`src/rtl/timer_bus_initiator.sv`:
```
// timer_bus_initiator: bus master that programs, starts and polls the timer peripheral. Define TIMESTAMP_EN to capture NOW at completion.
module timer_bus_initiator #(
  parameter int          POLL_GAP = 4,
  parameter logic [15:0] POLL_MAX = 16'hFFFF
) (
  input  logic        clk,
  input  logic        reset,
  input  logic        req_valid,
  input  logic [31:0] req_delay,
  output logic        req_ready,
  output logic        done,
  output logic        err,
  output logic [31:0] stamp,
  output logic        stamp_valid,
  output logic        bus_cs_n,
  output logic        bus_rd_n,
  output logic        bus_wr_n,
  output logic [3:0]  bus_addr,
  output logic [7:0]  bus_wdata,
  input  logic [7:0]  bus_rdata
);
  typedef enum logic [3:0] {CLR, EN, IDLE, WR_DEL, WR_START, SETTLE, POLL_RD, POLL_WAIT, DONE, ABORT
`ifdef TIMESTAMP_EN
    , TS_CAP, TS_RD, TS_VLD
`endif
  } state_t;
  localparam logic [15:0] GAP_LAST = 16'(POLL_GAP - 1);
  state_t state, nxt;
  logic [15:0] cnt, ncnt, polls;
  logic [31:0] delay, dly_src;
  logic cs_d, rd_d, wr_d, accept;
  logic [3:0] addr_d;
  logic [7:0] wdata_d;
  assign req_ready = state == IDLE;
  assign done = state == DONE;
  assign err = state == ABORT;
  assign accept = req_valid && req_ready;
  assign dly_src = accept ? req_delay : delay;
  always_comb begin
    nxt = state;
    ncnt = cnt + 16'd1;
    case (state)
      CLR:       if (cnt == 16'd2) begin nxt = EN; ncnt = '0; end
      EN:        if (cnt == 16'd1) begin nxt = IDLE; ncnt = '0; end
      IDLE:      begin ncnt = '0; if (accept) nxt = (req_delay == '0) ? DONE : WR_DEL; end
      WR_DEL:    if (cnt == 16'd7) begin nxt = WR_START; ncnt = '0; end
      WR_START:  begin nxt = SETTLE; ncnt = '0; end
      SETTLE:    if (cnt == 16'd1) begin nxt = POLL_RD; ncnt = '0; end
      POLL_RD:   begin nxt = bus_rdata[0] ? POLL_WAIT : DONE; ncnt = '0; end
      POLL_WAIT: if (cnt == GAP_LAST) begin nxt = (POLL_MAX != '0 && polls == POLL_MAX) ? ABORT : POLL_RD; ncnt = '0; end
`ifdef TIMESTAMP_EN
      DONE:      begin nxt = TS_CAP; ncnt = '0; end
      TS_CAP:    if (cnt == 16'd1) begin nxt = TS_RD; ncnt = '0; end
      TS_RD:     if (cnt == 16'd7) begin nxt = TS_VLD; ncnt = '0; end
      TS_VLD:    begin nxt = IDLE; ncnt = '0; end
`else
      DONE:      begin nxt = IDLE; ncnt = '0; end
`endif
      ABORT:     begin nxt = CLR; ncnt = '0; end
      default:   begin nxt = CLR; ncnt = '0; end
    endcase
  end
  // Strobes are decoded from the upcoming state so the registered bus lines up with it.
  always_comb begin
    cs_d = 1'b1;
    rd_d = 1'b1;
    wr_d = 1'b1;
    addr_d = '0;
    wdata_d = '0;
    case (nxt)
      CLR:      if (ncnt == 16'd1) begin cs_d = 1'b0; wr_d = 1'b0; addr_d = 4'd4; end
      EN:       if (ncnt == 16'd0) begin cs_d = 1'b0; wr_d = 1'b0; addr_d = 4'd4; wdata_d = 8'h01; end
      WR_DEL:   if (!ncnt[0]) begin cs_d = 1'b0; wr_d = 1'b0; addr_d = {2'b00, ncnt[2:1]}; wdata_d = 8'(dly_src >> {ncnt[2:1], 3'b000}); end
      WR_START: begin cs_d = 1'b0; wr_d = 1'b0; addr_d = 4'd4; wdata_d = 8'h03; end
      POLL_RD:  begin cs_d = 1'b0; rd_d = 1'b0; addr_d = 4'd5; end
`ifdef TIMESTAMP_EN
      TS_CAP:   if (ncnt == 16'd0) begin cs_d = 1'b0; wr_d = 1'b0; addr_d = 4'd4; wdata_d = 8'h05; end
      TS_RD:    if (!ncnt[0]) begin cs_d = 1'b0; rd_d = 1'b0; addr_d = 4'd6 + {2'b00, ncnt[2:1]}; end
`endif
      default:  ;
    endcase
  end
  always_ff @(posedge clk) begin
    if (reset) begin
      state <= CLR;
      cnt <= '0;
      polls <= '0;
      delay <= '0;
      bus_cs_n <= 1'b1;
      bus_rd_n <= 1'b1;
      bus_wr_n <= 1'b1;
      bus_addr <= '0;
      bus_wdata <= '0;
    end else begin
      state <= nxt;
      cnt <= ncnt;
      bus_cs_n <= cs_d;
      bus_rd_n <= rd_d;
      bus_wr_n <= wr_d;
      bus_addr <= addr_d;
      bus_wdata <= wdata_d;
      if (accept) begin
        delay <= req_delay;
        polls <= '0;
      end else if (state == POLL_RD && polls != '1) polls <= polls + 16'd1;
    end
  end
`ifdef TIMESTAMP_EN
  always_ff @(posedge clk) begin
    if (reset) stamp <= '0;
    else if (state == TS_RD && !cnt[0]) stamp[{cnt[2:1], 3'b000} +: 8] <= bus_rdata;
  end
  assign stamp_valid = state == TS_VLD;
`else
  logic unused_rdata;
  assign unused_rdata = ^bus_rdata[7:1];
  assign stamp = '0;
  assign stamp_valid = 1'b0;
`endif
endmodule

```
`config.mk`:
```
export PLATFORM = sky130hd
export DESIGN_NAME = timer_bus_initiator
export DESIGN_NICKNAME = d
export VERILOG_FILES = /design/src/rtl/timer_bus_initiator.sv
export SDC_FILE = /design/constraint.sdc
export NUM_CORES = 1
export LEC_CHECK = 0
export ABC_AREA = 1
export CAP_MARGIN = 25
export CORE_MARGIN = 8
export CORE_UTILIZATION = 40
export CTS_CLUSTER_SIZE = 40
export DETAILED_ROUTE_END_ITERATION = 10
export GPL_TIMING_DRIVEN = 0
export PLACE_DENSITY = 0.72
export REMOVE_ABC_BUFFERS = 1
export SYNTH_ARGS = -nofsm -noshare
export SYNTH_HDL_FRONTEND = slang
export SYNTH_SLANG_ARGS = --single-unit
```
`constraint.sdc`:
```
create_clock -name clk -period 1.8 [get_ports clk]
set_input_delay 0.18 -clock clk [delete_from_list [all_inputs] [get_ports clk]]
set_output_delay 0.18 -clock clk [all_outputs]
set_load 0.02 [all_outputs]
```
==> run_results.csv, run 1 <==
group,metric,value,unit
outcome,status,"complete, but fails checks",
outcome,violations,"negative setup slack",
synth,post-synth-top-count-cell,"nand2_1",
finish,drive_gt1_frac,0.313,
synth,synth_common_cells,"nand2_1 (128), nor2_1 (117), dfxtp_1 (82), nand3_1 (57), inv_1 (52)",
synth,synth-simple-area-share,0.357,
routing,route.detailed.drc,0,
synth,synthMuxAreaShare,0.0694,
synth,synth_cells,652,
worst_setup_path,cp_common_cell,"nand2_2",
cts,cts.sinks,82,
finish,fin_nets,799,
place,place_congestion,0.829,
job,max_cap_violations,0,
synth,synth_flop_cell,"dfxtp_1",
worst_setup_path,crit_type,"register to register",
worst_setup_path,required,2.02,ns
finish,final_cells,900,
floorplan,dieWidth,123,um
power,ir_drop,0.844,mV
synth,ys_seq_area_frac,0.356,
worst_setup_path,cp.depth,15,
worst_setup_path,worstSetupEndpoint,"bus_wr_n",
synth,yosysWarningCount,0,
synth,synth_fa_ha_area_frac,0.0108,
routing,ant_nets,0,
power,leakagePower,3.00,nW
routing,first_pass_iters,5,
synth,avgSynthCellArea,7.08,um2
synth,synth_area_leaders,"dfxtp_1 (36%), nand2_1 (10%), nor2_1 (9.5%), mux2i_1 (6.9%), nand3_1 (6.2%)",
synth,yosys.area.top_type,"dfxtp_1",
cts,clock_latency,0.35,ns
cts,clk_pin_slew,0.07,ns
place,place_hpwl,7940,um
worst_setup_path,cp_top_family,"simple AND/OR/NAND/NOR gates",
power,p_seq_frac,0.284,
timing,fmaxAchievable,489,MHz
power,swShare,0.420,
timing,slew_violations,0,
grt,overflow,0,
cts,htreeDepth,3,
timing,worst_pin_slew,0.622,ns
worst_hold_path,hp-class,"primary input to register",
synth,synthXorXnorAreaFrac,0.0152,
grt,antenna_found_initial,0,
power,power.density,1110,nW/um2
place,place_inst,833,
routing,vias,4489,
timing,fin_ws,-0.246,ns
synth,yosysUniqueCellTypes,42,
worst_setup_path,endpoint_kind,"register",
worst_setup_path,cp_max_fo,6,
finish,diodes,0,
place,portBuffers,52,
routing,post_drt_via_cell_ratio,4.99,
worst_hold_path,holdPathStages,2,
floorplan,core_area,11300,um2
routing,drt_first_iter_violations,276,
timing,grt_setup_unrepaired,"yes",
grt,grt_pass1_vias,4323,
cts,cts_tree,"built",
floorplan,die_area,15200,um2
grt,grt_usage,0.164,
worst_setup_path,r2r-start,"cnt[0]",
power,p_clk_frac,0.244,
worst_setup_path,r2r_slack,-0.25,ns
power,p_int,4.13,mW
cts,cts_buffer_depth,2,
worst_setup_path,crit_chain,"inv_4 > ha_1 > nand2_2 > nor2_4 > nand2_2 > nand2_1 > nand2_4 > inv_6 > nand2_8 > o21ai_2 > nand2_2 > nor2_4 > nand2_2 > a21boi_2 > nand3b_1",
worst_setup_path,slowest_stage,"dfxtp_4",
synth,synth_edf_count,0,
worst_setup_path,cp.arrival,2.26,ns
synth,synth_top_family_by_area,"simple AND/OR/NAND/NOR gates",
finish,syn_to_final_growth,38.7,%
timing,finalClockSkew,0.0135,ns
finish,finish.utilization,0.566,
worst_setup_path,cp.buffers_inverters,2,
worst_setup_path,slowest_delay,0.38,ns
synth,async_flop_share,0,
power,p_switching,2.99,mW
worst_setup_path,timing.rr.end,"bus_wr_n",
finish,fin_area,6400,um2
worst_setup_path,cp-start-kind,"register",
synth,synth_top_area_share,0.356,
power,pwr-share-comb,0.472,
synth,ys_ff_latch,82,
cts,numCtsBuffers,9,
worst_setup_path,worstSetupStartpoint,"cnt[0]",
synth,synth_compound_area_frac,0.0686,
floorplan,start_util,0.408,
routing,postRouteWirelength,13000,um
timing,setup_viol,22,
routing,post_drt_wl_per_cell,14.4,um
place,place_area,5130,um2
worst_setup_path,reg2regPathDepth,15,
timing,post-route-min-period,2.05,ns
cts,root_buffer,"clkbuf_16",
grt,grt_max_degree,34,
grt,grt_pass1_wl,20100,um
floorplan,num_rows,39,
floorplan,die_h,123,um
timing,hold_viol,0,
timing,period_share,1.14,
timing,slew-limit-headroom,0.584,
floorplan,ios,94,
synth,synth_area,4620,um2
timing,timing.hold.ws,0.279,ns
-- power by group through the flow --
stage               Combinational [mW]  Sequential, mW  Clock, mW
detailed placement                2.24            2.01          0
global route                      3.66            2.03       1.83
global placement                  2.23            2.01          0
finish                            3.36            2.02       1.74
floorplan                         1.62            2.03          0
CTS                               2.96            2.01       1.77
-- layer usage --
layer  global-route usage  up-vias  share of wire
li1                     -     2231              -
met2                0.274      163           0.49
met5                    0        -              0
met4               0.0677        0          0.028
met3               0.0438       36          0.065
met1                0.196     2059           0.42
-- placed cells by master, fill, tap and decap left out, types with 4 or more instances in the layout --
master,count
nand4_1,8
inv_1,43
nand3_4,5
nor2_1,92
o21ai_1,5
nand3_2,11
a21oi_1,16
clkdlybuf4s50_1,48
buf_6,6
dfxtp_2,20
inv_2,12
conb_1,34
xor2_1,6
nand2_2,26
nor2_2,14
dfxtp_4,7
nand3_1,44
o21ai_2,6
mux2i_1,32
inv_4,5
dfxtp_1,55
nand2_4,15
clkbuf_16,9
nor2_4,25
a21oi_2,5
nand2_1,101
buf_4,43
clkinvlp_4,4
nor3_1,9
o21ai_0,7
-- area by class of cell --
type / count / area [um2]
Timing Repair Buffer: 102 / 922
Fill cell: 1000 / 4920
Sequential cell: 82 / 1690
Tap cell: 143 / 179
Clock inverter: 6 / 50.0
Multi-Input combinational cell: 494 / 3070
Inverter: 63 / 264
Clock buffer: 10 / 229
-- stage by stage --
stage	total power, mW	worst slack [ns]	TNS, ns
global placement	4.24	-1.90	-72.71
floorplan	3.65	-0.267	-2.37
detailed placement	4.25	-0.730	-12.50
finish	7.11	-0.246	-3.37
CTS	6.73	-0.136	-0.709
global route	7.52	-0.353	-6.09
-- cells by family after synthesis --
family          Yosys count
compound gates           50
xor+xnor                  8
fa+ha+maj                 4
buf+inv                 111
flops                    82
mux                      32
other cells               1
simple gates            364
-- registers in the layout, indices dropped and copies added (netlist names) --
name and cells:
bus_wr_n 1, bus_cs_n 1, delay 32, bus_wdata 8, polls 16, state 4
cnt 16, bus_addr 3, bus_rd_n 1
-- timing repair --
item | 4_1_cts | 5_1_grt
hold buffers | 0 | 0
cloned | 2 | 0
pin swaps | 54 | 20
endpoints found under the setup margin | 45 | 32
buffers inserted | 44 | 5
gates resized for setup | 136 | 53
-- worst min-delay path by stage --
| stage | start | endpoint | slack, ns |
|---|---|---|---|
| 2_1_floorplan | reset | bus_wdata[1] | 0.25 |
| 3_5_place_dp | polls[2] | polls[2] | 0.47 |
| 4_1_cts | reset | delay[29] | 0.25 |
| 6_report | reset | delay[26] | 0.28 |
| 5_1_grt | reset | delay[29] | 0.28 |
| 3_3_place_gp | polls[2] | polls[2] | 0.46 |
Power figures use the tool's default switching activity.
==> inputs of run 2 (changes only) <==
Settings changed: CTS_CLUSTER_DIAMETER from default to 30.
==> results of run 2 <==
Same layout as run 1: the final DEF is identical, and so are final timing and power.
